## config.mk

```make
export PLATFORM = sky130hd
export DESIGN_NAME = uart_tx_param_flat
export DESIGN_NICKNAME = d
export VERILOG_FILES = /design/src/rtl/uart_pkg.sv /design/src/rtl/uart_tx_param_if.sv /design/src/rtl/uart_baud_gen.sv /design/src/rtl/uart_tx_param.sv /design/src/flat_wrapper.sv
export SDC_FILE = /design/constraint.sdc
export NUM_CORES = 1
export LEC_CHECK = 0
export CAP_MARGIN = 25
export CORE_UTILIZATION = 49
export CTS_BUF_LIST = sky130_fd_sc_hd__clkbuf_16
export CTS_CLUSTER_SIZE = 30
export DETAILED_ROUTE_END_ITERATION = 6
export GPL_ROUTABILITY_DRIVEN = 0
export PLACE_DENSITY = 0.85
export SLEW_MARGIN = 10
export SYNTH_ARGS = -nofsm -noshare
export SYNTH_HDL_FRONTEND = slang
export SYNTH_SLANG_ARGS = --single-unit
```

## constraint.sdc

```tcl
create_clock -name clk -period 1.9 [get_ports clk]
set_clock_uncertainty 0.15 [all_clocks]
set_input_delay 0.38 -clock clk [delete_from_list [all_inputs] [get_ports clk]]
set_output_delay 0.38 -clock clk [all_outputs]
set_load 0.01 [all_outputs]
```

## src/rtl/uart_pkg.sv

```systemverilog
// Shared definitions for the UART transmitter and the baud-rate divider.
package uart_pkg;

    typedef enum logic [2:0] {
        S_IDLE,
        S_START,
        S_DATA,
        S_PARITY,
        S_STOP
    } uart_state_t;

    localparam int PAR_NONE = 0;
    localparam int PAR_EVEN = 1;
    localparam int PAR_ODD  = 2;

    // Divider counter width: clog2 of the bit period, never narrower than one bit.
    function automatic int cnt_width(input int n);
        return ($clog2(n) < 1) ? 1 : $clog2(n);
    endfunction

endpackage

```

## src/rtl/uart_tx_param_if.sv

```systemverilog
// Valid/ready word handshake between a producer and the UART transmitter.
interface uart_tx_param_if #(
    parameter int DATA_W = 8
);
    logic [DATA_W-1:0] tx_data;
    logic              tx_valid;
    logic              tx_ready;

    modport master (output tx_data, output tx_valid, input tx_ready);
    modport slave  (input tx_data, input tx_valid, output tx_ready);
endinterface

```

## src/rtl/uart_baud_gen.sv

```systemverilog
// Bit-period divider: bit_done pulses on the last clk cycle of every serial bit.
module uart_baud_gen #(
    parameter int CLKS_PER_BIT = 16
) (
    input  logic clk,
    input  logic rst,
    input  logic clear,
    output logic bit_done
);
    import uart_pkg::*;

    localparam int CW = cnt_width(CLKS_PER_BIT);
    localparam logic [CW-1:0] LAST = CW'(CLKS_PER_BIT - 1);

    logic [CW-1:0] cnt_reg;

    assign bit_done = (cnt_reg == LAST);

    always_ff @(posedge clk) begin
        if (rst || clear || bit_done) begin
            cnt_reg <= '0;
        end else begin
            cnt_reg <= cnt_reg + 1'b1;
        end
    end
endmodule

```

## src/rtl/uart_tx_param.sv

```systemverilog
// Parametrised UART transmitter: start, DATA_W bits LSB-first, optional parity, 1-2 stop bits.
// Define UART_TX_BREAK_EN to add the break_req input (hold tx low while idle).
module uart_tx_param
    import uart_pkg::*;
#(
    parameter int DATA_W       = 8,
    parameter int CLKS_PER_BIT = 16,
    parameter int STOP_BITS    = 1,
    parameter int PARITY       = 0
) (
    input  logic             clk,
    input  logic             rst,
    uart_tx_param_if.slave   bus,
`ifdef UART_TX_BREAK_EN
    input  logic             break_req,
`endif
    output logic             tx,
    output logic             busy
);

    uart_state_t       state_reg;
    logic [DATA_W-1:0] shreg_reg;
    logic              par_reg;
    logic [3:0]        bit_cnt_reg;
    logic              tx_reg;
    logic              ready_reg;
    logic              busy_reg;
    logic              bit_done;
    logic              brk;

`ifdef UART_TX_BREAK_EN
    assign brk = break_req;
`else
    assign brk = 1'b0;
`endif

    // Divider is held at zero in IDLE so every frame starts with a full start bit.
    uart_baud_gen #(
        .CLKS_PER_BIT(CLKS_PER_BIT)
    ) u_baud (
        .clk      (clk),
        .rst      (rst),
        .clear    (state_reg == S_IDLE),
        .bit_done (bit_done)
    );

    always_ff @(posedge clk) begin
        if (rst) begin
            state_reg   <= S_IDLE;
            shreg_reg   <= '0;
            par_reg     <= 1'b0;
            bit_cnt_reg <= '0;
            tx_reg      <= 1'b1;
            ready_reg   <= 1'b0;
            busy_reg    <= 1'b0;
        end else begin
            case (state_reg)
                S_IDLE: begin
                    if (bus.tx_valid && ready_reg) begin
                        shreg_reg   <= bus.tx_data;
                        par_reg     <= (^bus.tx_data) ^ (PARITY == PAR_ODD);
                        bit_cnt_reg <= '0;
                        state_reg   <= S_START;
                        tx_reg      <= 1'b0;
                        ready_reg   <= 1'b0;
                        busy_reg    <= 1'b1;
                    end else begin
                        tx_reg    <= ~brk;
                        ready_reg <= ~brk;
                    end
                end
                S_START: begin
                    if (bit_done) begin
                        state_reg <= S_DATA;
                        tx_reg    <= shreg_reg[0];
                    end
                end
                S_DATA: begin
                    if (bit_done) begin
                        if (bit_cnt_reg == 4'(DATA_W - 1)) begin
                            bit_cnt_reg <= '0;
                            if (PARITY != PAR_NONE) begin
                                state_reg <= S_PARITY;
                                tx_reg    <= par_reg;
                            end else begin
                                state_reg <= S_STOP;
                                tx_reg    <= 1'b1;
                            end
                        end else begin
                            // Next bit is shreg[1]; present it while shifting it into place.
                            bit_cnt_reg <= bit_cnt_reg + 1'b1;
                            tx_reg      <= shreg_reg[1];
                            shreg_reg   <= shreg_reg >> 1;
                        end
                    end
                end
                S_PARITY: begin
                    if (bit_done) begin
                        state_reg   <= S_STOP;
                        tx_reg      <= 1'b1;
                        bit_cnt_reg <= '0;
                    end
                end
                S_STOP: begin
                    if (bit_done) begin
                        if (bit_cnt_reg == 4'(STOP_BITS - 1)) begin
                            state_reg <= S_IDLE;
                            busy_reg  <= 1'b0;
                            tx_reg    <= ~brk;
                            ready_reg <= ~brk;
                        end else begin
                            bit_cnt_reg <= bit_cnt_reg + 1'b1;
                        end
                    end
                end
                default: begin
                    state_reg <= S_IDLE;
                    tx_reg    <= 1'b1;
                    ready_reg <= 1'b0;
                    busy_reg  <= 1'b0;
                end
            endcase
        end
    end

    assign tx           = tx_reg;
    assign busy         = busy_reg;
    assign bus.tx_ready = ready_reg;

endmodule

```

## src/flat_wrapper.sv

```systemverilog
// flat-port wrapper written by rule: the top's interface ports become plain ports
module uart_tx_param_flat import uart_pkg::*;
#(
    parameter int DATA_W       = 8,
    parameter int CLKS_PER_BIT = 16,
    parameter int STOP_BITS    = 1,
    parameter int PARITY       = 0
)
  (clk, rst, tx, busy, bus_tx_data, bus_tx_valid, bus_tx_ready);
  uart_tx_param_if #(.DATA_W(DATA_W)) bus_i ();
  input  logic clk;
  input  logic rst;
  output logic tx;
  output logic busy;
  input wire logic [$bits(bus_i.tx_data)-1:0] bus_tx_data;
  input wire logic [$bits(bus_i.tx_valid)-1:0] bus_tx_valid;
  output wire logic [$bits(bus_i.tx_ready)-1:0] bus_tx_ready;
  assign bus_i.tx_data = bus_tx_data;
  assign bus_i.tx_valid = bus_tx_valid;
  assign bus_tx_ready = bus_i.tx_ready;
  uart_tx_param #(.DATA_W(DATA_W), .CLKS_PER_BIT(CLKS_PER_BIT), .STOP_BITS(STOP_BITS), .PARITY(PARITY)) u_core (.clk(clk), .rst(rst), .bus(bus_i), .tx(tx), .busy(busy));
endmodule
```

# Yosys cells after proc, flatten, opt, wreduce, memory -nomap -nowiden
# Cells that the tools add are included.
[word_totals] register_bits=22 inputBits=11 output_inout_bits=3 wordCells=71
[op_classes] add_sub_neg=2 eq_ne=15 mux=32 bitwise=1 reduce_logical=14
[op_table] op="$mux W4" n=6
[op_table] op="$mux W8" n=3
[op_table] op="$mux W3" n=7
[op_table] op="$pmux W4 S4" n=1
[op_table] op="$pmux W8 S2" n=1
[op_table] op="$pmux W3 S5" n=1
[op_table] op="$ne A2 B2 Y1 const B" n=6
[op_table] op="$mux W1" n=10
[op_table] op="$add A4 B1 Y4 const B" n=2
[op_table] op="$reduce_and A4 Y1" n=2
[op_table] op="$reduce_and A7 Y1" n=1
[op_table] op="$eq A3 B2 Y1 const B" n=2
[op_table] op="$ne A2 B1 Y1 const B" n=3
[op_table] op="$pmux W1 S3" n=2
[op_table] op="$reduce_and A6 Y1" n=1
[op_table] op="$pmux W1 S5" n=1
[op_table] op="$reduce_and A5 Y1" n=1
[op_table] op="$eq A4 B3 Y1 const B" n=1
[op_table] op="$eq A4 B4 Y1 const B" n=1
[op_table] op="$logic_not A4 Y1" n=1
[op_table] op="$reduce_bool A4 Y1" n=1
[op_table] op="$eq A3 B1 Y1 const B" n=1
[op_table] op="$eq A3 B3 Y1 const B" n=1
[op_table] op="$logic_not A3 Y1" n=1
[op_table] op="other kinds (6)" n=7

# Depth between registers and ports, before layout
# Gate-level depths: netlist of the first run.
[logic_depth] depth_word=4 mapped_depth=7 depth_no_buf=6

# Hierarchy
# A second synthesis of the first run with hierarchy kept.
[unflattened] hier_cells=137 hier_area_um2=1272.5
[modules_own_cells] module="uart_tx_param" n_inst=1 cells_per_inst=121 area_per_inst_um2=1114.8 seq_area_each_um2=360.3
[modules_own_cells] module="uart_baud_gen" n_inst=1 cells_per_inst=16 area_per_inst_um2=157.7 seq_area_each_um2=80.1

# Worst setup path before layout of the first run
# OpenSTA, ideal clock, no wires.
[synth_timing] path_type="flip-flop to flip-flop" start="reg u_core.bit_cnt_reg[0]" end="reg u_core.bit_cnt_reg[3]" setup_time_ps=74 arrival_time_ps=1662 required_ps=1676 slack_ps=14 stages_incl_launch_ff=8 path_buffers=1 synth_period_minus_slack_ps=1886 path_cell_list="dfxtp_1 -> inv_1 -> ha_1 -> or3b_4 -> and3_4 -> buf_6 -> or3b_1 -> a31oi_1"
[synth_between] elab_chain_len=4 elab_cells_between_ends=10 classes_between="add/sub (1); eq/ne (2); mux (5); reduce/logical (2)"
[synth_lines] element="start: declaration" line_no="uart_tx_param.sv:24" source="logic [3:0] bit_cnt_reg;"
[synth_lines] element="start signal: assignment" line_no="uart_tx_param.sv:91" source="bit_cnt_reg <= bit_cnt_reg + 1'b1;"
[synth_lines] element="start signal: assignment" line_no="uart_tx_param.sv:112" source="bit_cnt_reg <= bit_cnt_reg + 1'b1;"
[synth_lines] element="$add A4 B1 Y4 or $eq A4 B3 Y1 (tied branches)" line_no="uart_tx_param.sv:91, uart_tx_param.sv:112, uart_tx_param.sv:80"
[synth_lines] element="$mux W4 (on tied branches)" line_no="uart_tx_param.sv:106, uart_tx_param.sv:80"
[synth_lines] element="$mux W4 (on tied branches)" line_no="uart_tx_param.sv:105, uart_tx_param.sv:79"
[synth_lines] element="$pmux W4 S4" line_no="uart_tx_param.sv:57" source="case (state_reg)"
# Parallel ways exist; a longest one is shown, timed or not. The select of a mux whose other input is x is not followed.
# A chain may end at the register's enable or synchronous reset.

# Worst setup path in the final report of the first run
[layout_timing] start="reg u_core.bit_cnt_reg[1]" end="reg u_core.bit_cnt_reg[3]"
# Same word-level chain as after synthesis.

==> flow_metrics.tcl, run 1 <==
set metrics [dict create \
    status "finished clean" \
    leakagePower_nw 0.577 \
    area_growth_pct 34.1 \
    drv_cap 0 \
    path_class "flip-flop to flip-flop" \
    ir_worst_vdd_v 0.000799 \
    synth_fa_ha_area_share_pct 3.21 \
    drt.antenna.violating_nets 0 \
    setup_viol_count_final 0 \
    pin_count 14 \
    first_pass_iters 4 \
    grt_pass1_vias 1024 \
    grt_usage_pct 23.6 \
    core-area_sq_um 2230 \
    path_clk_slew_ns 0.06 \
    dr_total_vias 1055 \
    synth_simple_gate_area_share_pct 19.7 \
    seq_area_frac_synth_pct 37.6 \
    relSlewSlack_pct 66.4 \
    clkSinkCount 22 \
    die-area_sq_um 2590 \
    drive_gt1_share_pct 25.7 \
    clock_latency_ns 0.25 \
    cts_tree "done" \
    grt_pass1_wl_um 4500 \
    synth_edf_count 0 \
    synth_compound_area_share_pct 24.8 \
    cp_top_family "simple AND/OR/NAND/NOR gates" \
    min_period_ns 1.87 \
    hold_viol 0 \
    htree_levels 1 \
    ys.flop_type "dfxtp_1" \
    fmax_mhz 533 \
    grt_max_degree 16 \
    crit_buf_inv 1 \
    ys_top_cells_by_area "dfxtp_1 (38%), mux2i_1 (6.8%), a21oi_1 (5.6%), a311oi_1 (5.2%), ha_1 (3.2%)" \
    initialDrtViolationCount 18 \
    synth.distinct_cells 43 \
    critPathCaptureType "flip-flop" \
    critical_path_required_ns 1.93 \
    post-route-util_pct 70.3 \
    slew_violations 0 \
    layoutNonFillerInstCount 180 \
    antenna_found_initial 0 \
    critical_path_arrival_ns 1.90 \
    crit_chain "inv_2, ha_4, or3b_4, and3_4, or3b_1, a31oi_1" \
    synth.largest_area_cell "dfxtp_1" \
    min-delay-path-class "flip-flop to flip-flop" \
    crit_path_max_incr_delay_ns 0.38 \
    synthCells 130 \
    rsz0062_at_grt "true" \
    drcViolationCount 0 \
    final_net_count 167 \
    placementRows 17 \
    p_per_area_nw_per_um2 808 \
    ys_ff_latch 22 \
    syn-num-nets 144 \
    cts_buffers 3 \
    synth_mux_area_share_pct 6.84 \
    largest_reg_flops 8 \
    crit_fanout 6 \
    drt_wl_total_um 2820 \
    start_kind "flip-flop" \
    worstMarginPinSlew_ns 0.500 \
    initial_core_util_pct 52.4 \
    syn-mean-instance-area_sq_um 9.01 \
    num_antenna_cells 0 \
    synth-async-reset-ratio_pct 0 \
    synth_top_family_by_area "compound AO/OA/AOI/OAI gates" \
    dp_cells 174 \
    wl_per_cell_um 15.7 \
    postCtsHoldBufs 0 \
    netlist_area_sq_um 1170 \
    hpwl_um 1980 \
    fill_cells 169 \
    synth_xor_area_share_pct 2.24 \
    critPathSlowestCell "or3b_4" \
    vias_per_cell 5.86 \
    port_buffers 13 \
    grt_overflow 0 \
    yosysTopAreaCellShare_pct 37.6 \
    yosysWarnings 0 \
    die_h_um 50.9 \
    die_w_um 50.9 \
    clock_path_buffers 2 \
    cts-root-buf "clkbuf_16" \
    fin_crit_sh_pct 98.7 \
]
==> layer usage <==
layer / up-vias / track usage [%] / wire (um) / part of all wire, %
met5: - / 0 / 0 / 0
met4: 0 / 4.63 / 23 / 0.82
met3: 4 / 5.95 / 90 / 3.2
met2: 19 / 46.7 / 1510 / 54
met1: 500 / 24.8 / 1190 / 42
li1: 532 / - / - / -
==> repair_timing <==
item | 4_1_cts | 5_1_grt
pin swaps | 2 | 1
buffers inserted | 2 | 0
endpoints found under the setup margin | 3 | 8
gates resized for setup | 8 | 11
==> path summary, 6_finish.rpt <==
check | from | to | slack (ns) | depth (start not counted)
setup / recovery | u_core.bit_cnt_reg[1]$_SDFFE_PP0P_ | u_core.bit_cnt_reg[3]$_SDFFE_PP0P_ | 0.03 | 6
hold / removal | u_core.u_baud.cnt_reg[0]$_SDFF_PP0_ | u_core.u_baud.cnt_reg[0]$_SDFF_PP0_ | 0.30 | 1
setup reg to reg | u_core.bit_cnt_reg[1]$_SDFFE_PP0P_ | u_core.bit_cnt_reg[3]$_SDFFE_PP0P_ | 0.03 | 6
hold reg to reg | u_core.u_baud.cnt_reg[0]$_SDFF_PP0_ | u_core.u_baud.cnt_reg[0]$_SDFF_PP0_ | 0.30 | 1
==> final cells by class <==
type                    instances  area (sq um)  area share [%]
clock inverters                 1          30.0            1.91
multi-input cells              95           737            46.9
flip-flops and latches         22           443            28.2
clock buffers                   3          75.1            4.78
well taps                      28          35.0            2.23
inverters                       4          15.0           0.956
repair buffers                 27           235            15.0
==> placed cells by master, fill, tap and decap left out, types with 4 or more instances in the layout <==
| cell | instances |
|---|---|
| buf_4 | 14 |
| clkdlybuf4s50_1 | 13 |
| mux2i_1 | 8 |
| o21ai_0 | 5 |
| a21oi_1 | 11 |
| nor2_1 | 10 |
| a311oi_2 | 4 |
| dfxtp_1 | 20 |
==> cells in the mapped netlist, types with 2 or more instances <==
master	instances
inv_1	4
nand2_1	2
o211ai_1	3
clkbuf_1	2
a31oi_1	2
ha_1	3
dfxtp_1	22
nor3_1	3
mux2i_1	8
nand3b_1	2
nand2b_1	2
xnor2_1	2
nand3_1	4
a21oi_1	13
o21ai_0	7
or3_1	3
nor3b_1	3
buf_2	5
nor2_1	10
a311oi_1	7
==> worst reg2reg max path, cell delays in order (launching register included) <==
cell	delay [ns]
dfxtp_2	0.33
inv_2	0.07
ha_4	0.13
or3b_4	0.39
and3_4	0.20
or3b_1	0.37
a31oi_1	0.15
==> power breakdown <==
part           switching (mW)  total [mW]  internal [mW]  leakage, nW
Clock                   0.168       0.586          0.418       0.0511
Sequential             0.0208       0.511          0.490        0.181
Combinational          0.0783       0.171         0.0929        0.345
Total                   0.267        1.27           1.00        0.577
==> metrics by stage <==
step / worst slack (ns) / total power [mW] / cell area (sq um) / hold WS, ns / TNS [ns]
floorplan: 0.0138 / 0.602 / 1170 / 0.268 / 0
global placement: -0.204 / 0.662 / 1380 / 0.284 / -1.49
detailed placement: -0.271 / 0.670 / 1380 / 0.298 / -1.89
CTS: 0.00781 / 1.26 / 1520 / 0.312 / 0
global route: -0.0210 / 1.31 / 1570 / 0.341 / -0.0210
finish: 0.0255 / 1.27 / 1570 / 0.304 / 0
==> kinds of logic after synthesis <==
| logic type | Yosys count |
|---|---|
| AO/OA/AOI/OAI | 43 |
| AND/OR/NAND/NOR | 38 |
| flip-flops | 22 |
| buffers and inverters | 13 |
| multiplexers | 8 |
| XOR/XNOR | 3 |
| adder cells (fa/ha/maj) | 3 |
(Power assumes the default switching activity.)
==> inputs of run 2 (changes only) <==
--- a/config.mk
+++ b/config.mk
@@ -6,12 +6,13 @@
 export NUM_CORES = 1
 export LEC_CHECK = 0
 export CAP_MARGIN = 25
-export CORE_UTILIZATION = 49
+export CORE_UTILIZATION = 45
 export CTS_BUF_LIST = sky130_fd_sc_hd__clkbuf_16
 export CTS_CLUSTER_SIZE = 30
 export DETAILED_ROUTE_END_ITERATION = 6
 export GPL_ROUTABILITY_DRIVEN = 0
-export PLACE_DENSITY = 0.85
+export PLACE_DENSITY = 0.8
+export SETUP_SLACK_MARGIN = 0.05
 export SLEW_MARGIN = 10
 export SYNTH_ARGS = -nofsm -noshare
 export SYNTH_HDL_FRONTEND = slang
==> run 2 against run 1 <==
Against the previous run:
- worst hold slack worse by 0.0012 ns
- via count grew 2.1%
- critical endpoint is now u_core.shreg_reg[1]$_SDFFE_PP0P_
- largest power group is now registers
- utilization fell by 6.9 points
- combinational power is 5% higher
- clock-buffer cell count is the same
==> flow_metrics.tcl, run 2 (same netlist as run 1, synthesis figures left out) <==
set metrics [dict create \
    largest_reg_flops 8 \
    mostFrequentLayoutCells "dfxtp_1 (20), clkdlybuf4s50_1 (13), buf_4 (12)" \
    min-delay-path-class "flip-flop to flip-flop" \
    wl_per_cell_um 16.1 \
    grt_pass1_wl_um 4560 \
    pin_count 14 \
    core-area_sq_um 2480 \
    mostFrequentLayoutCell "dfxtp_1" \
    critPathSlowestCell "clkdlybuf4s50_1" \
    fin_crit_sh_pct 97.7 \
    die_h_um 53.0 \
    grt_max_degree 16 \
    finalSetupTns_ns 0 \
    power.internal_mw 0.868 \
    placementRows 18 \
    initialDrtViolationCount 9 \
    critical_path_arrival_ns 1.87 \
    area_growth_pct 34.1 \
    grt_overflow 0 \
    clkPwrFrac_pct 38.7 \
    setup_viol_count_final 0 \
    relSlewSlack_pct 77.7 \
    final_net_count 168 \
    drv_cap 0 \
    ir_worst_vdd_v 0.000599 \
    path_clk_slew_ns 0.06 \
    initial_core_util_pct 47.3 \
    antenna_found_initial 0 \
    grt_usage_pct 22.6 \
    crit_chain "clkdlybuf4s50_1, a2111o_1, nor3b_4, buf_4, a21oi_1, a311oi_1" \
    drive_gt1_share_pct 28.3 \
    fill_cells 213 \
    hpwl_um 1810 \
    slew_violations 0 \
    switching_share_pct 23.2 \
    first_pass_iters 4 \
    p_per_area_nw_per_um2 720 \
    fin_area_sq_um 1570 \
    min_period_ns 1.86 \
    postCtsHoldBufs 0 \
    grt_pass1_vias 1059 \
    p_seq_share_pct 45.3 \
    p_sw_mw 0.263 \
    die_w_um 53.0 \
    num_antenna_cells 0 \
    cts_tree "done" \
    totalPowerFinal_mw 1.13 \
    crit_path_max_incr_delay_ns 0.48 \
    path_class "input port to flip-flop" \
    whs_ns 0.303 \
    worstMarginPinSlew_ns 0.332 \
    placed_cell_area_sq_um 1390 \
    drcViolationCount 0 \
    port_buffers 13 \
    vias_per_cell 5.92 \
    cts_buffers 3 \
    hold_viol 0 \
    rsz0062_at_grt "true" \
    cts-root-buf "clkbuf_16" \
    seq_area_sq_um 443 \
    multi_input_area_sq_um 752 \
    start_kind "input port" \
    clkSinkCount 22 \
    clock_latency_ns 0.25 \
    die-area_sq_um 2810 \
    crit_fanout 5 \
    htree_levels 1 \
    fmax_mhz 539 \
    clock_path_buffers 2 \
    critPathCaptureType "flip-flop" \
    leakagePower_nw 0.568 \
    dr_total_vias 1077 \
    drt.antenna.violating_nets 0 \
    critical_path_required_ns 1.91 \
    status "finished clean" \
    p_comb_share_pct 16.0 \
    drt_wl_total_um 2930 \
]
run 2: cell count changes in the layout (fill, tap and decap cells not counted), sizes merged:
cell / delta
bufinv: -1
buf: +1
run 2: power by group through the flow:
stage	Sequential [mW]	Clock, mW	Combinational (mW)
CTS	0.511	0.444	0.153
global route	0.515	0.461	0.197
finish	0.513	0.438	0.180
global placement	0.518	0	0.146
detailed placement	0.520	0	0.150
floorplan	0.516	0	0.0855
run 2: final cells by class:
type / count / area share (%)
flip-flops and latches: 22 / 28.2
multi-input cells: 95 / 47.9
repair buffers: 28 / 15.8
clock buffers: 3 / 4.78
inverters: 4 / 0.956
well taps: 30 / 2.39
run 2: worst paths after layout:
path,startpoint,depth (start not counted),endpoint,slack [ns]
hold / removal,u_core.u_baud.cnt_reg[0]$_SDFF_PP0_,1,u_core.u_baud.cnt_reg[0]$_SDFF_PP0_,0.30
hold reg to reg,u_core.u_baud.cnt_reg[0]$_SDFF_PP0_,1,u_core.u_baud.cnt_reg[0]$_SDFF_PP0_,0.30
setup / recovery,bus_tx_valid,6,u_core.shreg_reg[1]$_SDFFE_PP0P_,0.04
setup reg to reg,u_core.bit_cnt_reg[1]$_SDFFE_PP0P_,6,u_core.bit_cnt_reg[3]$_SDFFE_PP0P_,0.06
run 2: what timing repair did:
action                                  CTS  global route
endpoints found under the setup margin    6            13
buffers inserted                          1             0
cloned                                    0             1
pin swaps                                 0             5
gates resized for setup                   2            22
run 2: metrics by stage:
step | worst slack (ns) | utilization, % | cells
after floorplan | 0.0632 | - | 130
after global placement | -0.183 | 55.9 | 177
after detailed placement | -0.265 | 55.9 | 177
after CTS | 0.0395 | 59.7 | 181
after global routing | -0.0136 | 63.4 | 182
final | 0.0441 | 63.4 | 182
run 2: critical path, delay by kind of cell:
family          cells  cell delay, ns
buf+inv             2            0.68
compound gates      3            0.51
simple gates        1            0.29
run 2: layer usage:
layer,track usage [%],part of all wire [%]
met5,0,0
met4,12.3,1.6
met1,26.6,42
met3,6.03,3.0
met2,36.9,54
==> inputs of run 3 (changes only) <==
--- a/config.mk
+++ b/config.mk
@@ -11,7 +11,7 @@
 export CTS_CLUSTER_SIZE = 30
 export DETAILED_ROUTE_END_ITERATION = 6
 export GPL_ROUTABILITY_DRIVEN = 0
-export PLACE_DENSITY = 0.8
+export PLACE_DENSITY = 0.75
 export SETUP_SLACK_MARGIN = 0.05
 export SLEW_MARGIN = 10
 export SYNTH_ARGS = -nofsm -noshare
==> run 3 against run 2 <==
Against the previous run:
- combinational power about the same
- via count increased by 1.8%
- setup slack improved by 0.048 ns
- clock-buffer cell count unchanged
- sequential share of layout area decreased by 0.20 points
- register-to-register slack improved by 0.03 ns
- largest power group unchanged
- die area unchanged
- utilization increased by 0.45 points
- wire length decreased by 7.5%
- clock power decreased by 0.9%
- critical path type is now flip-flop to flip-flop
- global-route usage decreased by 2.0 points
==> flow_metrics.tcl, run 3 (same netlist as run 1, synthesis figures left out) <==
set metrics [dict create \
    critical_path_arrival_ns 1.84 \
    fin_area_sq_um 1580 \
    ir_worst_vdd_v 0.000494 \
    drive_gt1_share_pct 27.1 \
    die_w_um 53.0 \
    finalSetupTns_ns 0 \
    mostFrequentLayoutCells "dfxtp_1 (20), buf_4 (14), a21oi_1 (12), clkdlybuf4s50_1 (12), nor2_1 (10)" \
    grt_max_degree 16 \
    die_h_um 53.0 \
    worstMarginPinSlew_ns 0.425 \
    port_buffers 13 \
    rsz0062_at_grt "false" \
    path_clk_slew_ns 0.06 \
    clock_path_buffers 2 \
    antenna_found_initial 0 \
    placed_cell_area_sq_um 1390 \
    clkSinkCount 22 \
    crit_fanout 8 \
    vias_per_cell 5.92 \
    dr_total_vias 1096 \
    placementRows 18 \
    drt.antenna.violating_nets 0 \
    drv_cap 0 \
    status "finished clean" \
    initial_core_util_pct 47.3 \
    critPathCaptureType "flip-flop" \
    p_per_area_nw_per_um2 708 \
    area_growth_pct 35.0 \
    grt_pass1_vias 949 \
    cts_buffers 3 \
    grt_overflow 0 \
    cts-root-buf "clkbuf_16" \
    die-area_sq_um 2810 \
    min-delay-path-class "flip-flop to flip-flop" \
    pin_count 14 \
    num_antenna_cells 0 \
    htree_levels 1 \
    fin_crit_sh_pct 95.1 \
    postCtsHoldBufs 0 \
    min_period_ns 1.81 \
    rrSetupSlack_ns 0.09 \
    fmax_mhz 553 \
    first_pass_iters 4 \
    setup_viol_count_final 0 \
    cts_tree "done" \
    drcViolationCount 0 \
    core-area_sq_um 2480 \
    grt_usage_pct 20.6 \
    largest_reg_flops 8 \
    initialDrtViolationCount 22 \
    wl_per_cell_um 14.6 \
    hold_viol 0 \
    slew_violations 0 \
    mostFrequentLayoutCell "dfxtp_1" \
    leakagePower_nw 0.593 \
    relSlewSlack_pct 71.0 \
    hpwl_um 1860 \
    clock_latency_ns 0.25 \
    start_kind "flip-flop" \
    drt_wl_total_um 2710 \
    totalPowerFinal_mw 1.12 \
    final_net_count 171 \
    post-route-util_pct 63.8 \
    path_class "flip-flop to flip-flop" \
    critical_path_required_ns 1.93 \
    grt_pass1_wl_um 4280 \
]
## run 3: power by group
| part | total [mW] | internal (mW) | switching [mW] |
|---|---|---|---|
| clock network | 0.434 | 0.278 | 0.157 |
| logic | 0.177 | 0.0974 | 0.0798 |
| registers | 0.508 | 0.490 | 0.0177 |
## run 3: timing repair
action,4_1_cts,5_1_grt
buffers inserted,0,4
endpoints found under the setup margin,10,12
resized for setup,4,18
pin swaps,0,7
gates cloned,0,1
## run 3: layout make-up
cell class	count	area, sq um
clock buffers	3	75.1
multi-input cells	95	734
repair buffers	31	277
flip-flops and latches	22	443
fillers	212	896
inverters	4	15.0
well taps	30	37.5
## run 3: worst max-delay path: stages, from the launching register on
cell and delay [ns]:
dfxtp_2 0.33, inv_2 0.07, ha_4 0.12, or3b_4 0.38, and3_4 0.19, or3b_1 0.34
a31oi_1 0.15
## run 3: per-layer routing
layer / vias to the layer above / routed length (um) / GRT usage (%)
met4: 0 / 10 / 7.46
met5: - / 0 / 0
met3: 2 / 71 / 2.59
met1: 535 / 1210 / 26.8
met2: 17 / 1420 / 34.4
li1: 542 / - / -
## run 3: final timing paths
path | endpoint | start | cells after the start
hold reg to reg | u_core.u_baud.cnt_reg[0]$_SDFF_PP0_ | u_core.u_baud.cnt_reg[0]$_SDFF_PP0_ | 1
setup / recovery | u_core.bit_cnt_reg[3]$_SDFFE_PP0P_ | u_core.bit_cnt_reg[0]$_SDFFE_PP0P_ | 6
setup reg to reg | u_core.bit_cnt_reg[3]$_SDFFE_PP0P_ | u_core.bit_cnt_reg[0]$_SDFFE_PP0P_ | 6
hold / removal | u_core.u_baud.cnt_reg[0]$_SDFF_PP0_ | u_core.u_baud.cnt_reg[0]$_SDFF_PP0_ | 1
## run 3: through the flow
stage	setup slack (ns)	hold WS (ns)	std cells
after CTS	0.0320	0.300	180
final	0.0924	0.299	185
after detailed placement	-0.386	0.291	177
after floorplan	0.0632	0.268	130
after global routing	0.0369	0.332	185
after global placement	-0.343	0.278	177
